## src/rtl/ksa_pkg.sv

```systemverilog
// Shared constants and index helpers for the masked Kogge-Stone adder.
// Used by the gp init stage and later prefix stages.
package ksa_pkg;

    localparam int K_WIDTH_DEF  = 32;
    localparam int N_SHARES_DEF = 3;

    function automatic int rand_num(input int n);
        return n * (n - 1) / 2;
    endfunction

    // Flat index of the fresh random word shared by share pair (i<j)
    function automatic int pair_idx(
        input int i,
        input int j,
        input int n
    );
        return i * n - i * (i + 1) / 2 + (j - i - 1);
    endfunction

endpackage

```

## src/rtl/ksa_dom_and.sv

```systemverilog
// Generic N-share DOM-independent masked AND.
// Inner and cross terms are registered; compression follows the flops.
module ksa_dom_and
    import ksa_pkg::*;
#(
    parameter int K_WIDTH  = K_WIDTH_DEF,
    parameter int N_SHARES = N_SHARES_DEF,
    localparam int MW = K_WIDTH * N_SHARES,
    localparam int RN = rand_num(N_SHARES),
    localparam int NC = 2 * RN
) (
    input  logic                  clk,
    input  logic                  rst_n,
    input  logic                  en,
    input  logic [MW-1:0]         x,
    input  logic [MW-1:0]         y,
    input  logic [K_WIDTH*RN-1:0] rnd,
    output logic [MW-1:0]         z
);

    logic [K_WIDTH-1:0] inner_q [N_SHARES];
    logic [K_WIDTH-1:0] inner_d [N_SHARES];
    // Pair k stores x_i&y_j at 2k and x_j&y_i at 2k+1
    logic [K_WIDTH-1:0] cross_q [NC];
    logic [K_WIDTH-1:0] cross_d [NC];
    logic [MW-1:0]      z_c;

    always_comb begin
        inner_d = inner_q;
        cross_d = cross_q;
        if (en) begin
            for (int i = 0; i < N_SHARES; i++) begin
                inner_d[i] = x[i*K_WIDTH +: K_WIDTH]
                           & y[i*K_WIDTH +: K_WIDTH];
            end
            for (int i = 0; i < N_SHARES; i++) begin
                for (int j = i + 1; j < N_SHARES; j++) begin
                    cross_d[2*pair_idx(i, j, N_SHARES)] =
                        (x[i*K_WIDTH +: K_WIDTH]
                       & y[j*K_WIDTH +: K_WIDTH])
                       ^ rnd[pair_idx(i, j, N_SHARES)*K_WIDTH
                             +: K_WIDTH];
                    cross_d[2*pair_idx(i, j, N_SHARES)+1] =
                        (x[j*K_WIDTH +: K_WIDTH]
                       & y[i*K_WIDTH +: K_WIDTH])
                       ^ rnd[pair_idx(i, j, N_SHARES)*K_WIDTH
                             +: K_WIDTH];
                end
            end
        end
    end

    always_ff @(posedge clk or negedge rst_n) begin
        if (!rst_n) begin
            for (int i = 0; i < N_SHARES; i++) begin
                inner_q[i] <= '0;
            end
            for (int c = 0; c < NC; c++) begin
                cross_q[c] <= '0;
            end
        end else begin
            inner_q <= inner_d;
            cross_q <= cross_d;
        end
    end

    always_comb begin
        z_c = '0;
        for (int i = 0; i < N_SHARES; i++) begin
            z_c[i*K_WIDTH +: K_WIDTH] = inner_q[i];
            for (int j = 0; j < N_SHARES; j++) begin
                if (j > i) begin
                    z_c[i*K_WIDTH +: K_WIDTH] ^=
                        cross_q[2*pair_idx(i, j, N_SHARES)];
                end else if (j < i) begin
                    z_c[i*K_WIDTH +: K_WIDTH] ^=
                        cross_q[2*pair_idx(j, i, N_SHARES)+1];
                end
            end
        end
    end

    assign z = z_c;

endmodule

```

## src/rtl/ksa_gp_init.sv

```systemverilog
// Masked KSA first stage: registered share-wise p = x ^ y
// and DOM-independent g = x & y, both valid-tagged.
module ksa_gp_init
    import ksa_pkg::*;
#(
    parameter int K_WIDTH   = K_WIDTH_DEF,
    parameter int N_SHARES  = N_SHARES_DEF,
    parameter int MASKWIDTH = K_WIDTH * N_SHARES,
    parameter int RANDNUM   = rand_num(N_SHARES)
) (
    input  logic                       clk,
    input  logic                       rst_n,
    input  logic                       dvld,
    input  logic                       ena,
    input  logic [K_WIDTH*RANDNUM-1:0] rnd,
    input  logic [MASKWIDTH-1:0]       i_x,
    input  logic [MASKWIDTH-1:0]       i_y,
    output logic [MASKWIDTH-1:0]       o_p,
    output logic [MASKWIDTH-1:0]       o_g,
    output logic                       ovld
);

    logic                 load;
    logic [MASKWIDTH-1:0] p_q;
    logic [MASKWIDTH-1:0] p_d;
    logic                 vld_q;
    logic                 vld_d;

    assign load = ena & dvld;

    always_comb begin
        p_d   = p_q;
        vld_d = vld_q;
        if (load) begin
            p_d = i_x ^ i_y;
        end
        if (ena) begin
            vld_d = dvld;
        end
    end

    always_ff @(posedge clk or negedge rst_n) begin
        if (!rst_n) begin
            p_q   <= '0;
            vld_q <= 1'b0;
        end else begin
            p_q   <= p_d;
            vld_q <= vld_d;
        end
    end

    ksa_dom_and #(
        .K_WIDTH  (K_WIDTH),
        .N_SHARES (N_SHARES)
    ) u_g_and (
        .clk   (clk),
        .rst_n (rst_n),
        .en    (load),
        .x     (i_x),
        .y     (i_y),
        .rnd   (rnd),
        .z     (o_g)
    );

    assign o_p  = p_q;
    assign ovld = vld_q;

endmodule

```

## config.mk

```make
export PLATFORM = sky130hd
export DESIGN_NAME = ksa_gp_init
export DESIGN_NICKNAME = d
export VERILOG_FILES = /design/src/rtl/ksa_pkg.sv /design/src/rtl/ksa_dom_and.sv /design/src/rtl/ksa_gp_init.sv
export SDC_FILE = /design/constraint.sdc
export NUM_CORES = 1
export LEC_CHECK = 0
export CORE_MARGIN = 3
export CORE_UTILIZATION = 25
export CTS_CLUSTER_SIZE = 8
export DETAILED_ROUTE_END_ITERATION = 12
export DONT_BUFFER_PORTS = 1
export PLACE_DENSITY = 0.35
export SLEW_MARGIN = 20
export SYNTH_ARGS = -nofsm -noshare
export SYNTH_HDL_FRONTEND = slang
export SYNTH_SLANG_ARGS = --single-unit
```

## constraint.sdc

```tcl
create_clock -name clk -period 2 [get_ports clk]
set_input_delay 0.4 -clock clk [delete_from_list [all_inputs] [get_ports clk]]
set_output_delay 0.4 -clock clk [all_outputs]
set_load 0.05 [all_outputs]
```

# After elaboration in Yosys (flattened, before gate mapping)
# Cells that the tools add are included.
[word_totals]
in_bits = 292
regBits = 385
out_inout_bits = 193
wordCells = 34
[op_classes]
bitwise = 23
[op_table]
columns = ["operator", "count"]
rows = [
  ["32-bit bitwise XOR", 12],
  ["32-bit AND", 9],
  ["96-bit bitwise XOR", 1],
  ["1-bit AND", 1],
]

# Depth between registers and ports, before layout
[depth]
depth_word = 2
depth_mapped = 7
ltp_nobuf = 2

# Cells and area by module
# A second synthesis with hierarchy kept.
[unflattened]
cells_unflattened = 2020
hier_area_um2 = 20494.7
[modules_own_cells]
columns = ["mod", "n_inst", "seq_area_each_um2", "cells_per_inst", "area_each_um2"]
rows = [
  ["ksa_dom_and", 1, 7206.9, 1600, 15931.5],
  ["ksa_gp_init", 1, 2427.3, 420, 4563.1],
]

# Worst setup path after synthesis
# No wires, ideal clock.
[synth_timing]
kind = "reg-to-output"
startpoint = "reg u_g_and.inner_q[74] in the netlist's numbering"
endpoint = "out o_g[10]"
stages_incl_launch_ff = 3
required_ps = 1600
path_slack_ps = 274
path_buffers = 0
arrival_time_ps = 1326
path_cell_list = "dfrtp_1 -> xnor2_1 -> xnor2_1"
[synth_between]
elab_chain_cells = 2
[synth_rtl]
columns = ["element", "line", "text"]
rows = [
  ["from (decl)", "ksa_dom_and.sv:21", "logic [K_WIDTH-1:0] inner_q [N_SHARES];"],
  ["from (signal assigned)", "ksa_dom_and.sv:62", "inner_q <= inner_d;"],
  ["32-bit bitwise XOR (2 in a row)", "ksa_dom_and.sv:73", "z_c[i*K_WIDTH +: K_WIDTH] ^="],
  ["to (decl)", "ksa_gp_init.sv:19", "output logic [MASKWIDTH-1:0] o_g,"],
]
# Every way passes these cells.

# Worst setup path in the final report
[layout_timing]
startpoint = "reg u_g_and.cross_q[3] in the netlist's numbering"
endpoint = "out o_g[67]"
[layout_between]
elab_chain_cells = 1
[layout_rtl]
columns = ["element", "line", "text"]
rows = [
  ["from (decl)", "ksa_dom_and.sv:24", "logic [K_WIDTH-1:0] cross_q [NC];"],
  ["from (signal assigned)", "ksa_dom_and.sv:63", "cross_q <= cross_d;"],
  ["32-bit bitwise XOR", "ksa_dom_and.sv:76", "z_c[i*K_WIDTH +: K_WIDTH] ^="],
]
# Every way passes these cells.

==> impl_metrics.csv <==
group,metric,value,unit
pwr,irDropWorstVdd,0.572,mV
clocking,clockBufferDepth,3,
worst_setup_path,ff2ff_setup_slack,0.43,ns
global_routing,grt_max_degree,386,
worst_setup_path,worstSetupEndpoint,"o_g[67]",
final_layout,final_nets,2705,
pwr,power.density,988,mW/mm^2
final_layout,syn_to_final_growth,42.3,%
global_routing,grt_remaining_overflow,0,
floorplan,core_area,0.0842,mm^2
final_layout,final_core_utilization,0.362,
placement,place.detailed.instances,2880,
drt,final_wirelength,73.7,mm
sta,layout_min_cycle_time,2.00,ns
sta,timing.hold.ws,-0.479,ns
placement,gp_congestion,0.754,
drt,drt_drc_violations_left,0,
worst_setup_path,worst_ep_required_time,1.60,ns
synthesis,synth-seq-cells,385,
worst_setup_path,critical_path_arrival,1.60,ns
final_layout,fin_cells,3464,
sta,slew_viol_final,231,
sta,worst-slew-pin-transition,2.46,ns
final_layout,drive_gt1_frac,0.298,
clocking,h-tree-depth,2,
worst_setup_path,setup.worst_path.start,"u_g_and.cross_q[3]",
placement,placed_cell_area,0.0232,mm^2
worst_setup_path,timing.critical_path.from_type,"flip-flop",
synthesis,yosysUniqueCellTypes,13,
sta,timing.final.crit_share,1.00,
placement,hpwlAfterDp,43.2,mm
placement,placement.io_buffers,0,
synthesis,synth.yosys.seq_area_share,0.450,
global_routing,track_usage,0.161,
global_routing,first_global_vias,18280,
drt,drtIter0Drc,698,
synthesis,synth_area,0.0214,mm^2
floorplan,design.die.area,0.0892,mm^2
pwr,leakage_power_total,12.3,nW
worst_setup_path,regToRegStartpoint,"ovld",
clocking,cts.reportedPaths.clkPinSlew,0.05,ns
floorplan,die_height,299,um
clocking,cts-buffers-inserted,56,
clocking,worstSkewPairLatency,0.58,ns
sta,grt_setup_unrepaired,"true",
synthesis,syn_nets,2110,
final_layout,layout.cells.most_common_list,"461 x dlygate4sd3_1, 385 x dfrtp_1",
sta,finClkSkew,0,ns
synthesis,ys_warn_count,0,
sta,final_setup_violations,0,
outcome,run_status,"complete, but fails checks",
global_routing,grt_first_pass_wirelength,114,mm
floorplan,fp.dieW,299,um
final_layout,layout_commonest_cell,"dlygate4sd3_1",
synthesis,netlist_instances,1722,
drt,post_drt_via_cell_ratio,4.79,
worst_setup_path,worst-r2r-cell-count,2,
drt,postRouteAntennaNets,0,
final_layout,post-route-cell-area,0.0305,mm^2
outcome,failing_checks,"negative hold slack, max-slew violations",
clocking,clock-sinks,385,
sta,worst_slew_margin_rel,-0.641,
flow_run,max_cap_viol_count,0,
worst_setup_path,timing.critical_path.to_type,"primary output",
drt,via_count,16587,
final_layout,fillers,8336,
worst_setup_path,cp_max_fo,2,
worst_setup_path,path_class,"reg -> out",
min_path,worst_hold_class,"in -> async",
floorplan,count_of_boundary_i_o_pins,485,
clocking,hold_buffers,464,
drt,wl_per_cell,21.3,um
floorplan,start_util,0.254,
clocking,tritoncts,"built",
drt,firstDrtPassIters,5,
sta,final-hold-violation-count,251,
floorplan,rows,106,
sta,max_freq,0.500,GHz
worst_setup_path,worstReg2RegEnd,"ovld",
clocking,clock_tree.root_cell,"clkbuf_16",
synthesis,avgSynthCellArea,12.4,um^2
global_routing,grt_antenna_before_repair,1,
## worst max-delay path, cell delays in order, from the launching register on
cell and delay (ns):
dfrtp_1 0.40, xnor2_1 0.20, xnor2_1 0.17, buf_4 0.25
## power by group
group	total [mW]	internal, mW	switching (mW)
combinational	9.83	4.71	5.11
clock	8.81	5.26	3.55
sequential	11.5	8.96	2.52
total	30.1	18.9	11.2
## worst min path at each step
stage	from	to
2_1_floorplan	rst_n	o_p[0]
3_3_place_gp	rst_n	u_g_and.cross_q[176]
3_5_place_dp	rst_n	o_p[16]
4_1_cts	rst_n	u_g_and.cross_q[113]
5_1_grt	rst_n	u_g_and.cross_q[176]
6_report	rst_n	u_g_and.cross_q[176]
## registers in the layout (all words and copies together), names as in the netlist
register	flops
ovld	1
o_p	96
u_g_and.inner_q	96
u_g_and.cross_q	192
## cell families after synthesis
| logic type | Yosys count | share of synthesized area |
|---|---|---|
| AO/OA/AOI/OAI | 576 | 0.191 |
| XOR/XNOR | 192 | 0.0786 |
| adder cells (fa/ha/maj) | 96 | 0.0561 |
| buffers and inverters | 87 | 0.0291 |
| flip-flops | 385 | 0.450 |
| multiplexers | 193 | 0.128 |
| AND/OR/NAND/NOR | 193 | 0.0676 |
## through the flow
stage / hold WS, ns / setup TNS, ns / power (mW) / worst slack (ns)
detailed placement: 0.119 / 0 / 19.6 / 0.364
CTS: -0.529 / -1.75 / 30.1 / -0.118
floorplan: 0.104 / 0 / 17.4 / 0.274
finish: -0.479 / 0 / 30.1 / 0.000478
global route: -0.529 / -2.74 / 31.5 / -0.0754
global placement: 0.123 / 0 / 19.6 / 0.388
## Yosys cell counts
master,instances,area [um^2]
ha_1,96,1200
a21oi_1,192,961
buf_6,38,428
nand3b_1,192,1440
a31oi_1,192,1200
a21bo_2,192,1920
clkbuf_1,40,150
mux2_4,150,2250
buf_2,9,45.0
dfrtp_1,385,9630
mux2_2,43,484
and2_1,1,6.26
xnor2_1,192,1680
## layout make-up
| cell class | count | area (um^2) | share of cell area |
|---|---|---|---|
| clock inverters | 2 | 37.5 | 0.00123 |
| well taps | 1134 | 1420 | 0.0466 |
| repair buffers | 624 | 6070 | 0.199 |
| multi-input cells | 1250 | 11800 | 0.388 |
| diodes | 1 | 2.50 | 0.0000821 |
| flip-flops and latches | 385 | 9630 | 0.316 |
| clock buffers | 68 | 1500 | 0.0492 |
## metal layers
| metal | track usage | share of wire |
|---|---|---|
| met2 | 0.273 | 0.49 |
| met4 | 0.0516 | 0.032 |
| met3 | 0.0502 | 0.074 |
| met5 | 0 | 0 |
| met1 | 0.194 | 0.41 |
## timing repair
action / CTS / global route
resized for setup: 51 / 60
setup buffers: 10 / 39
pin swaps: 62 / 85
gates cloned: 0 / 0
setup endpoints to repair: 73 / 97
hold endpoints to repair: 578 / 385
(Power assumes the default switching activity.)
